## src/rtl/alu_suma_serie_pkg.sv

```systemverilog
// ---------------------------------------------------------------------------
// alu_pkg -- shared definitions for the serial adder alu_suma_serie.
//   estado_t     : FSM state encoding (REPOSO / SUMA / FIN)
//   ANCHO_SLICE  : width of one carry-lookahead slice, in bits
// ---------------------------------------------------------------------------
package alu_pkg;

  typedef enum logic [1:0] {
    REPOSO = 2'd0,
    SUMA   = 2'd1,
    FIN    = 2'd2
  } estado_t;

  localparam int ANCHO_SLICE = 4;

endpackage

```

## src/rtl/alu_suma_serie_if.sv

```systemverilog
// ---------------------------------------------------------------------------
// alu_suma_serie_if -- operand/result bus of the serial adder.
//   master : drives inicio, a, b, aluflagin (and resta when subtraction is
//            built in); observes listo, valido, aluresult, aluflags, cero.
//   slave  : the adder itself, opposite directions.
// Macro ALU_SUMA_SERIE_RESTA_EN adds the resta signal.
// ---------------------------------------------------------------------------
interface alu_suma_serie_if #(parameter int ANCHO = 16);

  logic             inicio;
  logic [ANCHO-1:0] a;
  logic [ANCHO-1:0] b;
  logic             aluflagin;
`ifdef ALU_SUMA_SERIE_RESTA_EN
  logic             resta;
`endif
  logic             listo;
  logic             valido;
  logic [ANCHO-1:0] aluresult;
  logic             aluflags;
  logic             cero;

`ifdef ALU_SUMA_SERIE_RESTA_EN
  modport master (output inicio, a, b, aluflagin, resta,
                  input  listo, valido, aluresult, aluflags, cero);
  modport slave  (input  inicio, a, b, aluflagin, resta,
                  output listo, valido, aluresult, aluflags, cero);
`else
  modport master (output inicio, a, b, aluflagin,
                  input  listo, valido, aluresult, aluflags, cero);
  modport slave  (input  inicio, a, b, aluflagin,
                  output listo, valido, aluresult, aluflags, cero);
`endif

endinterface

```

## src/rtl/alu_suma_serie_cla.sv

```systemverilog
// ---------------------------------------------------------------------------
// CLA_4bits -- 4-bit carry-lookahead adder slice (purely combinational).
//   a, b       : 4-bit addends
//   aluflagin  : carry-in
//   aluresult  : 4-bit sum
//   aluflags   : carry-out
// ---------------------------------------------------------------------------
module CLA_4bits (
  input  logic [3:0] a,
  input  logic [3:0] b,
  input  logic       aluflagin,
  output logic [3:0] aluresult,
  output logic       aluflags
);

  logic [3:0] g;
  logic [3:0] p;
  logic [4:0] c;

  assign g = a & b;
  assign p = a ^ b;

  // Every carry is a flat sum of generate/propagate terms; no ripple chain.
  assign c[0] = aluflagin;
  assign c[1] = g[0] | (p[0] & c[0]);
  assign c[2] = g[1] | (p[1] & g[0]) | (p[1] & p[0] & c[0]);
  assign c[3] = g[2] | (p[2] & g[1]) | (p[2] & p[1] & g[0])
              | (p[2] & p[1] & p[0] & c[0]);
  assign c[4] = g[3] | (p[3] & g[2]) | (p[3] & p[2] & g[1])
              | (p[3] & p[2] & p[1] & g[0]) | (p[3] & p[2] & p[1] & p[0] & c[0]);

  assign aluresult = p ^ c[3:0];
  assign aluflags  = c[4];

endmodule

```

## src/rtl/alu_suma_serie.sv

```systemverilog
// ---------------------------------------------------------------------------
// alu_suma_serie -- serial adder: a + b + aluflagin, one 4-bit slice per
// clock, LSB slice first, through a single CLA_4bits instance.
//   clk    : clock, rising edge
//   rst_n  : asynchronous active-low reset
//   bus    : alu_suma_serie_if.slave (inicio, a, b, aluflagin, [resta] in;
//            listo, valido, aluresult, aluflags, cero out)
// Timing: accept edge, N = ANCHO/4 slice edges, then one FIN cycle with
// valido=1, then back to REPOSO (one operation every N+2 cycles).
// Macro ALU_SUMA_SERIE_RESTA_EN: input resta selects a - b (b inverted,
// carry-in forced to 1; aluflags=1 means no borrow).
// ---------------------------------------------------------------------------
module alu_suma_serie
  import alu_pkg::*;
#(
  parameter int ANCHO = 16
) (
  input  logic             clk,
  input  logic             rst_n,
  alu_suma_serie_if.slave  bus
);

  localparam int N     = ANCHO / ANCHO_SLICE;
  localparam int IDX_W = $clog2(N);

  if ((ANCHO % ANCHO_SLICE) != 0 || ANCHO < 8) begin : g_ancho_invalido
    $error("alu_suma_serie: ANCHO must be a multiple of 4 and at least 8");
  end

  estado_t          estado, estado_sig;
  logic [IDX_W-1:0] idx;
  logic [ANCHO-1:0] a_q, b_q, res_q, res_sig;
  logic             carry_q, flag_q, cero_q;
  logic [3:0]       cla_s;
  logic             cla_co;
  logic             ultimo;

  assign ultimo = (idx == IDX_W'(N - 1));

  CLA_4bits u_cla (
    .a         (a_q[idx*ANCHO_SLICE +: ANCHO_SLICE]),
    .b         (b_q[idx*ANCHO_SLICE +: ANCHO_SLICE]),
    .aluflagin (carry_q),
    .aluresult (cla_s),
    .aluflags  (cla_co)
  );

  // Result with the current slice merged in; used both to write the result
  // register and to compute cero on the final slice.
  // NOTE: every always_comb output gets a default first so no latch is inferred.
  always_comb begin
    res_sig = res_q;
    res_sig[idx*ANCHO_SLICE +: ANCHO_SLICE] = cla_s;
  end

  // NOTE: sequential state uses non-blocking (<=) so all registers update together.
  always_ff @(posedge clk or negedge rst_n) begin
    if (!rst_n) estado <= REPOSO;
    else        estado <= estado_sig;
  end

  always_comb begin
    estado_sig = estado;
    case (estado)
      REPOSO:  if (bus.inicio) estado_sig = SUMA;
      SUMA:    if (ultimo)     estado_sig = FIN;
      FIN:                     estado_sig = REPOSO;
      default:                 estado_sig = REPOSO;
    endcase
  end

  always_comb begin
    bus.listo  = (estado == REPOSO);
    bus.valido = (estado == FIN);
  end

  always_ff @(posedge clk or negedge rst_n) begin
    if (!rst_n) begin
      idx     <= '0;
      a_q     <= '0;
      b_q     <= '0;
      carry_q <= 1'b0;
      res_q   <= '0;
      flag_q  <= 1'b0;
      cero_q  <= 1'b0;
    end else begin
      case (estado)
        REPOSO: begin
          // Operands are captured only here, so later input activity is inert.
          if (bus.inicio) begin
            a_q <= bus.a;
            idx <= '0;
`ifdef ALU_SUMA_SERIE_RESTA_EN
            b_q     <= bus.resta ? ~bus.b : bus.b;
            carry_q <= bus.resta | bus.aluflagin;
`else
            b_q     <= bus.b;
            carry_q <= bus.aluflagin;
`endif
          end
        end
        SUMA: begin
          res_q   <= res_sig;
          carry_q <= cla_co;
          // idx parks on the last slice instead of wrapping.
          if (!ultimo) idx <= idx + 1'b1;
          if (ultimo) begin
            flag_q <= cla_co;
            cero_q <= (res_sig == '0);
          end
        end
        default: ;
      endcase
    end
  end

  assign bus.aluresult = res_q;
  assign bus.aluflags  = flag_q;
  assign bus.cero      = cero_q;

endmodule

```

## src/flat_wrapper.sv

```systemverilog
// flat-port wrapper written by rule: the top's interface ports become plain ports
module alu_suma_serie_flat import alu_pkg::*;
#(
  parameter int ANCHO = 16
)
  (clk, rst_n, bus_inicio, bus_a, bus_b, bus_aluflagin, bus_listo, bus_valido, bus_aluresult, bus_aluflags, bus_cero);
  alu_suma_serie_if #(.ANCHO(ANCHO)) bus_i ();
  input  logic clk;
  input  logic rst_n;
  input wire logic [$bits(bus_i.inicio)-1:0] bus_inicio;
  input wire logic [$bits(bus_i.a)-1:0] bus_a;
  input wire logic [$bits(bus_i.b)-1:0] bus_b;
  input wire logic [$bits(bus_i.aluflagin)-1:0] bus_aluflagin;
  output wire logic [$bits(bus_i.listo)-1:0] bus_listo;
  output wire logic [$bits(bus_i.valido)-1:0] bus_valido;
  output wire logic [$bits(bus_i.aluresult)-1:0] bus_aluresult;
  output wire logic [$bits(bus_i.aluflags)-1:0] bus_aluflags;
  output wire logic [$bits(bus_i.cero)-1:0] bus_cero;
  assign bus_i.inicio = bus_inicio;
  assign bus_i.a = bus_a;
  assign bus_i.b = bus_b;
  assign bus_i.aluflagin = bus_aluflagin;
  assign bus_listo = bus_i.listo;
  assign bus_valido = bus_i.valido;
  assign bus_aluresult = bus_i.aluresult;
  assign bus_aluflags = bus_i.aluflags;
  assign bus_cero = bus_i.cero;
  alu_suma_serie #(.ANCHO(ANCHO)) u_core (.clk(clk), .rst_n(rst_n), .bus(bus_i));
endmodule
```

## config.mk

```make
export PLATFORM = sky130hd
export DESIGN_NAME = alu_suma_serie_flat
export DESIGN_NICKNAME = d
export VERILOG_FILES = /design/src/rtl/alu_suma_serie_pkg.sv /design/src/rtl/alu_suma_serie_if.sv /design/src/rtl/alu_suma_serie_cla.sv /design/src/rtl/alu_suma_serie.sv /design/src/flat_wrapper.sv
export SDC_FILE = /design/constraint.sdc
export NUM_CORES = 1
export LEC_CHECK = 0
export CAP_MARGIN = 30
export CORE_ASPECT_RATIO = 0.8
export CORE_MARGIN = 2
export CORE_UTILIZATION = 45
export CTS_CLUSTER_SIZE = 20
export DETAILED_ROUTE_END_ITERATION = 16
export MAX_ROUTING_LAYER = met4
export PLACE_DENSITY_LB_ADDON = 0.2
export RECOVER_POWER = 25
export SETUP_SLACK_MARGIN = 0.5
export SLEW_MARGIN = 20
export SYNTH_ARGS = -nofsm -noshare
export SYNTH_HDL_FRONTEND = slang
export SYNTH_SLANG_ARGS = --single-unit
```

## constraint.sdc

```tcl
create_clock -name clk -period 3.62 [get_ports clk]
set_input_delay 0.724 -clock clk [delete_from_list [all_inputs] [get_ports clk]]
set_output_delay 0.724 -clock clk [all_outputs]
set_load 0.02 [all_outputs]
```

==> results of run 1 <==
[routing by layer]
layer	share of wire (%)	track usage, %	wire length (µm)	up-vias
met4	0.97	5.13	47	0
li1	-	-	-	860
met5	0	-	0	-
met2	44	25.4	2130	51
met3	4.1	3.41	201	7
met1	51	22.7	2480	865
[flip-flops by register name (all words and copies together) (netlist names)]
register / cells
u_core.bus.aluresult: 16
u_core.a_q: 16
u_core.b_q: 16
u_core.carry_q: 1
u_core.idx: 2
u_core.bus.cero: 1
u_core.estado: 2
u_core.bus.aluflags: 1
[cell families (layout without fill, tap and decap cells)]
logic type / after synthesis / count (layout) / share of synthesized area [%]
AND/OR/NAND/NOR: 39 / 39 / 7.62
XOR/XNOR: 6 / 6 / 2.23
buffers and inverters: 15 / 70 / 2.79
adder cells (fa/ha/maj): 12 / 12 / 5.85
AO/OA/AOI/OAI: 35 / 35 / 9.48
multiplexers: 42 / 42 / 20.9
flip-flops: 55 / 55 / 51.1
[repair_timing]
action	4_1_cts	5_1_grt
setup endpoints to repair	0	1
hold buffers	0	0
gates resized for setup	0	1
buffers inserted	0	0
hold endpoints to repair	0	0
[stage by stage]
| step | power [mW] | util [%] |
|---|---|---|
| 2_1_floorplan | 2.77 | - |
| 3_3_place_gp | 3.35 | 56.5 |
| 3_5_place_dp | 3.38 | 56.5 |
| 4_1_cts | 3.68 | 57.8 |
| 5_1_grt | 3.96 | 57.8 |
| 6_report | 3.65 | 57.8 |
[worst min-delay path by stage]
stage	startpoint	end	slack (ns)	cells after the start
floorplan	rst_n	u_core.a_q[0]$_DFFE_PN0P_	0.43	0
global placement	u_core.b_q[4]$_DFFE_PN0P_	u_core.b_q[4]$_DFFE_PN0P_	0.47	1
detailed placement	u_core.b_q[4]$_DFFE_PN0P_	u_core.b_q[4]$_DFFE_PN0P_	0.47	1
CTS	rst_n	u_core.bus.aluresult[10]$_DFFE_PN0P_	0.44	1
global route	u_core.b_q[4]$_DFFE_PN0P_	u_core.b_q[4]$_DFFE_PN0P_	0.51	1
finish	u_core.b_q[4]$_DFFE_PN0P_	u_core.b_q[4]$_DFFE_PN0P_	0.49	1
[cells in the mapped netlist (4+ instances only)]
cell	count
dfrtp_1	55
nor2_1	7
inv_1	6
a21oi_1	5
ha_1	11
buf_4	4
o21ai_0	5
mux2_2	31
a22o_1	12
mux4_2	8
nand2_1	14
nor2b_1	4
[power by group]
part | switching (mW) | total [mW] | internal (mW)
combinational | 1.14 | 2.20 | 1.06
sequential | 0.235 | 1.15 | 0.912
clock | 0.173 | 0.303 | 0.129
total | 1.55 | 3.65 | 2.10
[layout make-up]
class	instances	area share [%]
clock buffer	6	2.15
tap	81	3.00
inverter	7	0.778
timing repair buffer	57	16.6
sequential	55	40.8
multi-input combinational	134	36.7
==> flow_metrics.py, run 1 <==
metrics = {
    "clocking": {
        "root_buffer": "clkbuf_8",
        "clockBufferDepth": 2,
        "numCtsBuffers": 5,
        "clk_latency_ns": 0.30,
        "cts_sinks": 55,
        "cts_tree": "done",
        "htree_levels": 2,
        "clkSlewWorstSetupHoldPaths_ns": 0.09,
    },
    "floorplan": {
        "die_y_um": 73.2,
        "die-area_um2": 6620,
        "rows": 25,
        "fp.dieW_um": 90.5,
        "core_um2": 5850,
        "io_pins": 56,
        "start_util_pct": 46.0,
    },
    "synthesis": {
        "synth.cell_area_um2": 2690,
        "ys_ff_latch": 55,
        "synth_nets": 252,
        "syn-mean-instance-area_um2": 13.2,
        "synth_cell_type_count": 39,
        "syn_inst": 204,
        "ys_seq_area_share_pct": 51.1,
        "ys.flop_type": "dfrtp_1",
        "yosys.area.top_type": "dfrtp_1",
        "synth-edff-count": 0,
        "yosysTopAreaCellShare_pct": 51.1,
        "synth-async-reset-ratio_pct": 100,
        "yosysWarningCount": 0,
        "synth.area.top_cells": "dfrtp_1 (51%), mux2_2 (13%), mux4_2 (6.7%)",
    },
    "cells_and_area": {
        "multi_input_area_um2": 1240,
        "drive_above_1_share_pct": 20.5,
        "regArea_um2": 1380,
        "antennaDiodeCount": 0,
        "stdcell_count": 340,
        "syn_to_final_growth_pct": 25.5,
        "mostFrequentLayoutCells": "clkdlybuf4s50_1 (54), dfrtp_1 (54), mux2_2 (31), nand2_1 (14), a22o_1 (12)",
        "fin_nets": 308,
        "fill_cells": 493,
        "postLayoutCellArea_um2": 3380,
    },
    "routing": {
        "drtIter0Drc": 57,
        "via_count": 1783,
        "antenna_left": 0,
        "drt-total-wl_um": 4860,
        "remaining_drc_errors": 0,
        "drt-wirelength-per-cell_um": 14.3,
        "firstDrtPassIters": 4,
        "viasPerCell": 5.24,
    },
    "setup_path": {
        "crit_path_start": "u_core.idx[0]$_DFFE_PN0P_",
        "rr_startpoint": "u_core.idx[0]$_DFFE_PN0P_",
        "path_max_fanout": 17,
        "crit_type": "flop to flop",
        "cp.required_ns": 3.81,
        "worstReg2RegEnd": "u_core.bus.cero$_DFFE_PN0P_",
        "cp-end-kind": "flop",
        "cp_slowest_stage_delay_ns": 0.65,
        "critical_path.endpoint": "u_core.bus.cero$_DFFE_PN0P_",
        "r2r_slack_ns": 0.88,
        "crit_cells": 7,
        "cp_slowest_cell": "dfrtp_2",
        "worst_setup_path_start_kind": "flop",
        "critPathTopFamily": "compound AO/OA/AOI/OAI gates",
        "crit_chain": "mux4_2 -> ha_1 -> a41oi_1 -> o21ai_2 -> xor2_2 -> o21ai_1 -> a32o_1",
        "worstRegToRegCells": 7,
        "arrival_ns": 2.93,
        "crit_buf_inv": 0,
    },
    "placed_design": {
        "globalplace.congestion": 0.885,
        "portBuffers": 55,
        "dp_slack_ns": 0.586,
        "place_area_um2": 3310,
        "placedCellCount": 334,
        "hpwlAfterDp_um": 3740,
    },
    "sta": {
        "rsz0062_at_grt": "no",
        "fin_crit_ns": 2.74,
        "max_freq_mhz": 365,
        "hold_viol": 0,
        "worst_pin_slew_ns": 1.41,
        "fin_ws_ns": 0.884,
        "fin_skew_ns": 0.00608,
        "timing.hold.ws_ns": 0.486,
        "finalCritPeriodShare_pct": 75.6,
        "relSlewSlack_pct": 5.87,
        "maxSlewViolCount": 0,
        "final-setup-viol-count": 0,
        "setup_tns_ns": 0,
    },
    "global_route": {
        "overflow": 0,
        "groute.usage.overall_pct": 16.6,
        "antenna_found_initial": 0,
        "grt_max_degree": 36,
        "first_global_vias": 1830,
        "grt_pass1_wl_um": 8530,
    },
    "run": {
        "max-cap-violations": 0,
    },
    "pwr": {
        "leakage_nw": 1.41,
        "powerDensity_nw_per_um2": 1080,
        "peakVddDrop_uv": 455,
    },
    "hold_path": {
        "min_path_type": "flop to flop",
    },
    "run_status": {
        "status": "completed",
    },
}
Power figures use the tool's default switching activity.
==> inputs of run 2 (changes only) <==
==> constraint.sdc (replaced) <==
create_clock -name clk -period 2.8 [get_ports clk]
set_input_delay 0.56 -clock clk [delete_from_list [all_inputs] [get_ports clk]]
set_output_delay 0.56 -clock clk [all_outputs]
set_load 0.02 [all_outputs]
==> run 2 against run 1 <==
Non-clock buffer count rose by 16. Via count increased by 4.6%. Global-route usage is 0.89 points higher. Routed wire length grew 7.8%. First-iteration DRC count is 46% higher. Critical path type unchanged. Highest routed layer unchanged.
==> flow_metrics.py, run 2 (synthesis results as in run 1) <==
metrics = {
    "placed_design": {
        "dp_slack_ns": 0.292,
        "placedCellCount": 339,
        "globalplace.congestion": 0.849,
        "hpwlAfterDp_um": 4000,
        "portBuffers": 55,
    },
    "global_route": {
        "grt_max_degree": 36,
        "grt_pass1_wl_um": 8940,
        "met2_usage_pct": 27.7,
        "groute.usage.overall_pct": 17.5,
        "first_global_vias": 1888,
        "grt-busiest-layer": "met2",
        "use_met3_pct": 4.13,
        "overflow": 0,
        "antenna_found_initial": 0,
        "use_met1_pct": 23.2,
    },
    "hold_path": {
        "min_from": "u_core.b_q[3]$_DFFE_PN0P_",
        "hold_path_end": "u_core.b_q[3]$_DFFE_PN0P_",
        "holdPathStages": 1,
        "min_path_type": "flop to flop",
    },
    "setup_path": {
        "crit_type": "flop to flop",
        "cp.required_ns": 2.98,
        "cp-end-kind": "flop",
        "r2r_slack_ns": 0.42,
        "worstReg2RegEnd": "u_core.bus.cero$_DFFE_PN0P_",
        "rr_startpoint": "u_core.idx[0]$_DFFE_PN0P_",
        "arrival_ns": 2.57,
        "worst_setup_path_start_kind": "flop",
        "path_max_fanout": 8,
        "worstRegToRegCells": 8,
    },
    "sta": {
        "maxSlewViolCount": 0,
        "setup_tns_ns": 0,
        "relSlewSlack_pct": 12.5,
        "hold_viol": 0,
        "finalCritPeriodShare_pct": 85.1,
        "final-setup-viol-count": 0,
        "fin_skew_ns": 0.00981,
        "fin_crit_ns": 2.38,
        "timing.hold.ws_ns": 0.492,
        "fin_ws_ns": 0.417,
        "max_freq_mhz": 420,
        "rsz0062_at_grt": "yes",
        "worst_pin_slew_ns": 1.31,
    },
    "floorplan": {
        "rows": 25,
        "die-area_um2": 6620,
        "core_um2": 5850,
        "fp.dieW_um": 90.5,
        "die_y_um": 73.2,
        "start_util_pct": 46.0,
        "io_pins": 56,
    },
    "cells_and_area": {
        "mostFrequentLayoutCells": "clkdlybuf4s50_1 (54), dfrtp_1 (54), mux2_2 (31), buf_4 (17), nand2_1 (14)",
        "fill_cells": 488,
        "stdcell_count": 358,
        "regArea_um2": 1380,
        "antennaDiodeCount": 0,
        "fin_nets": 324,
        "syn_to_final_growth_pct": 32.7,
        "multi_input_area_um2": 1300,
        "drive_above_1_share_pct": 27.8,
    },
    "clocking": {
        "clockBufferDepth": 2,
        "clkSlewWorstSetupHoldPaths_ns": 0.09,
        "htree_levels": 2,
        "cts_tree": "done",
        "clk_latency_ns": 0.30,
        "cts_sinks": 55,
        "hold_buffers": 0,
        "numCtsBuffers": 5,
        "root_buffer": "clkbuf_8",
    },
    "routing": {
        "antenna_left": 0,
        "via_count": 1865,
        "drtIter0Drc": 83,
        "firstDrtPassIters": 4,
        "remaining_drc_errors": 0,
        "viasPerCell": 5.21,
        "drt-total-wl_um": 5240,
        "drt-wirelength-per-cell_um": 14.6,
    },
    "run": {
        "max-cap-violations": 0,
    },
    "run_status": {
        "status": "completed",
    },
}
[run 2: layout make-up]
class,count,share of cell area (%)
clock buffer,7,2.42
clock inverter,1,0.140
inverter,7,0.736
multi-input combinational,134,36.4
sequential,55,38.6
tap,81,2.84
timing repair buffer,73,18.9
[run 2: per-layer routing]
| metal | part of all wire (%) | vias to the layer above | wire [µm] |
|---|---|---|---|
| met3 | 4.6 | 4 | 242 |
| met2 | 47 | 46 | 2470 |
| met1 | 48 | 922 | 2500 |
| met5 | 0 | - | 0 |
| met4 | 0.48 | 0 | 25 |
| li1 | - | 893 | - |
[run 2: worst max-delay path by stage]
stage	startpoint	endpoint	slack, ns
3_3_place_gp	u_core.idx[0]$_DFFE_PN0P_	u_core.bus.cero$_DFFE_PN0P_	0.33
4_1_cts	u_core.idx[0]$_DFFE_PN0P_	u_core.bus.cero$_DFFE_PN0P_	0.43
6_report	u_core.idx[0]$_DFFE_PN0P_	u_core.bus.cero$_DFFE_PN0P_	0.42
5_1_grt	u_core.idx[0]$_DFFE_PN0P_	u_core.bus.cero$_DFFE_PN0P_	0.34
2_1_floorplan	u_core.idx[0]$_DFFE_PN0P_	u_core.bus.cero$_DFFE_PN0P_	0.41
3_5_place_dp	u_core.idx[0]$_DFFE_PN0P_	u_core.bus.cero$_DFFE_PN0P_	0.29
[run 2: repair_timing]
action	in CTS	in global routing
pin swaps	6	2
setup buffers	9	2
setup endpoints to repair	11	11
gates resized for setup	1	1
[run 2: critical path, stage by stage (launching register included)]
cell and delay (ns):
dfrtp_2 0.48, buf_4 0.15, mux4_2 0.52, ha_4 0.21, a211oi_2 0.24, xnor2_1 0.09, a31oi_1 0.21, o21ai_1 0.11
a32o_1 0.26
[run 2: metrics by stage]
| stage | instance area (µm²) | util, % |
|---|---|---|
| 2_1_floorplan | 2750 | - |
| 3_3_place_gp | 3390 | 58.0 |
| 3_5_place_dp | 3390 | 58.0 |
| 4_1_cts | 3550 | 60.8 |
| 5_1_grt | 3570 | 61.1 |
| 6_report | 3570 | 61.1 |
Power of run 2 is left out: the tool's default activity adds up to more than one toggle a clock period on the data nets, which glitch-free logic cannot reach.
==> inputs of run 3 (changes only) <==
--- a/config.mk
+++ b/config.mk
@@ -11,6 +11,7 @@
 export CORE_UTILIZATION = 45
 export CTS_CLUSTER_SIZE = 20
 export DETAILED_ROUTE_END_ITERATION = 16
+export GPL_TIMING_DRIVEN = 0
 export MAX_ROUTING_LAYER = met4
 export PLACE_DENSITY_LB_ADDON = 0.2
 export RECOVER_POWER = 25
==> run 3 against run 2 <==
Hold slack better by 0.00054 ns. Clock skew shrank 0.0025 ns. Global-route usage up 1.6 points. Cell count decreased by 1.1%. Flip-flop and latch count stayed put. Core utilization increased by 0.62 points. Die area stayed put. Critical path depth is 1 higher. Critical endpoint unchanged. Via count increased by 1.3%. Non-clock buffer count shrank 3.
==> flow_metrics.py, run 3 (synthesis results as in run 1) <==
metrics = {
    "global_route": {
        "first_global_vias": 2013,
        "groute.usage.overall_pct": 19.2,
        "overflow": 0,
        "grt_pass1_wl_um": 9680,
        "antenna_found_initial": 0,
        "grt_max_degree": 56,
    },
    "hold_path": {
        "min_from": "u_core.b_q[8]$_DFFE_PN0P_",
        "holdPathStages": 1,
        "min_path_type": "flop to flop",
        "hold_path_end": "u_core.b_q[8]$_DFFE_PN0P_",
    },
    "routing": {
        "drt-wirelength-per-cell_um": 15.8,
        "firstDrtPassIters": 4,
        "drtIter0Drc": 107,
        "via_count": 1889,
        "drt-total-wl_um": 5600,
        "viasPerCell": 5.34,
        "antenna_left": 0,
        "remaining_drc_errors": 0,
    },
    "sta": {
        "rsz0062_at_grt": "yes",
        "hold_viol": 0,
        "fin_crit_ns": 2.40,
        "finalCritPeriodShare_pct": 85.7,
        "setup_tns_ns": 0,
        "relSlewSlack_pct": 9.05,
        "worst_pin_slew_ns": 1.36,
        "maxSlewViolCount": 0,
        "final-setup-viol-count": 0,
        "fin_skew_ns": 0.00736,
        "max_freq_mhz": 417,
    },
    "setup_path": {
        "path_max_fanout": 7,
        "rr_startpoint": "u_core.idx[0]$_DFFE_PN0P_",
        "cp-end-kind": "flop",
        "arrival_ns": 2.60,
        "cp_slowest_stage_delay_ns": 0.54,
        "crit_chain": "buf_12 -> mux4_2 -> ha_4 -> buf_6 -> a21oi_2 -> o21ai_2 -> xor2_2 -> o21ai_1 -> a32o_1",
        "cp_slowest_cell": "mux4_2",
        "cp.required_ns": 3.00,
        "worst_setup_path_start_kind": "flop",
        "worstReg2RegEnd": "u_core.bus.cero$_DFFE_PN0P_",
        "crit_type": "flop to flop",
        "worstRegToRegCells": 9,
        "r2r_slack_ns": 0.40,
    },
    "floorplan": {
        "die_y_um": 73.2,
        "start_util_pct": 46.0,
        "fp.dieW_um": 90.5,
        "core_um2": 5850,
        "rows": 25,
        "die-area_um2": 6620,
        "io_pins": 56,
    },
    "cells_and_area": {
        "mostFrequentLayoutCells": "clkdlybuf4s50_1 (54), dfrtp_1 (54), mux2_2 (31), nand2_1 (14), a22o_1 (12)",
        "final_core_util_pct": 61.7,
        "antennaDiodeCount": 0,
        "fin_nets": 321,
        "syn_to_final_growth_pct": 34.0,
        "fill_cells": 505,
        "drive_above_1_share_pct": 30.0,
    },
    "placed_design": {
        "portBuffers": 55,
        "globalplace.congestion": 0.886,
        "hpwlAfterDp_um": 4020,
    },
    "clocking": {
        "htree_levels": 2,
        "numCtsBuffers": 5,
        "clkSlewWorstSetupHoldPaths_ns": 0.09,
        "cts_tree": "done",
        "root_buffer": "clkbuf_8",
        "clk_latency_ns": 0.31,
        "cts_sinks": 55,
        "clockBufferDepth": 2,
    },
    "run": {
        "max-cap-violations": 0,
    },
    "run_status": {
        "status": "completed",
    },
}
run 3: cell count changes in the layout (fill, tap and decap cells not counted), sizes merged:
cell,previous run,this run
clkinv,1,0
buf,17,14
run 3: layout make-up:
| cell class | instances | area [µm²] | area share [%] |
|---|---|---|---|
| multi-input combinational | 134 | 1350 | 37.5 |
| timing repair buffer | 62 | 602 | 16.7 |
| inverter | 7 | 26.3 | 0.728 |
| tap | 81 | 101 | 2.81 |
| clock buffer | 7 | 76.3 | 2.12 |
| sequential | 55 | 1380 | 38.2 |
| buffer | 8 | 71.3 | 1.98 |
run 3: critical path: cells and delay by family, from the launching register on:
| kind | cells | cell delay (ns) |
|---|---|---|
| fa+ha+maj | 1 | 0.29 |
| xor+xnor | 1 | 0.21 |
| buf+inv | 2 | 0.23 |
| compound gates | 4 | 0.62 |
| mux | 1 | 0.54 |
| flops | 1 | 0.40 |
run 3: metal layers:
metal / track usage (%) / vias to the layer above / part of all wire, %
li1: - / 879 / -
met1: 24.1 / 954 / 45
met2: 32.8 / 50 / 49
met3: 3.82 / 6 / 4.7
met4: 4.10 / 0 / 1.1
met5: - / - / 0
run 3: what timing repair did:
action                     4_1_cts  5_1_grt
resized for setup                9        8
pin swaps                        9        8
buffers inserted                 7        0
setup endpoints to repair       19       14
hold endpoints to repair         0        0
hold buffers                     0        0
run 3: through the flow:
step,instances,hold WS [ns],setup slack (ns),instance area [µm²]
after floorplan,204,0.264,0.405,2750
after global placement,340,0.473,-0.724,3400
after detailed placement,340,0.481,0.00622,3400
after CTS,354,0.321,0.408,3570
after global routing,354,0.513,0.315,3610
final,354,0.492,0.399,3610
run 3: how the worst max path moves through the flow:
stage | from | to | slack [ns] | cells past startpoint
6_report | u_core.idx[0]$_DFFE_PN0P_ | u_core.bus.cero$_DFFE_PN0P_ | 0.40 | 9
4_1_cts | u_core.idx[0]$_DFFE_PN0P_ | u_core.bus.cero$_DFFE_PN0P_ | 0.41 | 7
3_5_place_dp | u_core.idx[1]$_DFFE_PN0P_ | u_core.bus.cero$_DFFE_PN0P_ | 0.006 | 9
2_1_floorplan | u_core.idx[0]$_DFFE_PN0P_ | u_core.bus.cero$_DFFE_PN0P_ | 0.41 | 9
5_1_grt | u_core.idx[0]$_DFFE_PN0P_ | u_core.bus.cero$_DFFE_PN0P_ | 0.32 | 9
3_3_place_gp | rst_n | u_core.idx[0]$_DFFE_PN0P_ | -0.72 | 1
Power of run 3 is left out for the same reason.
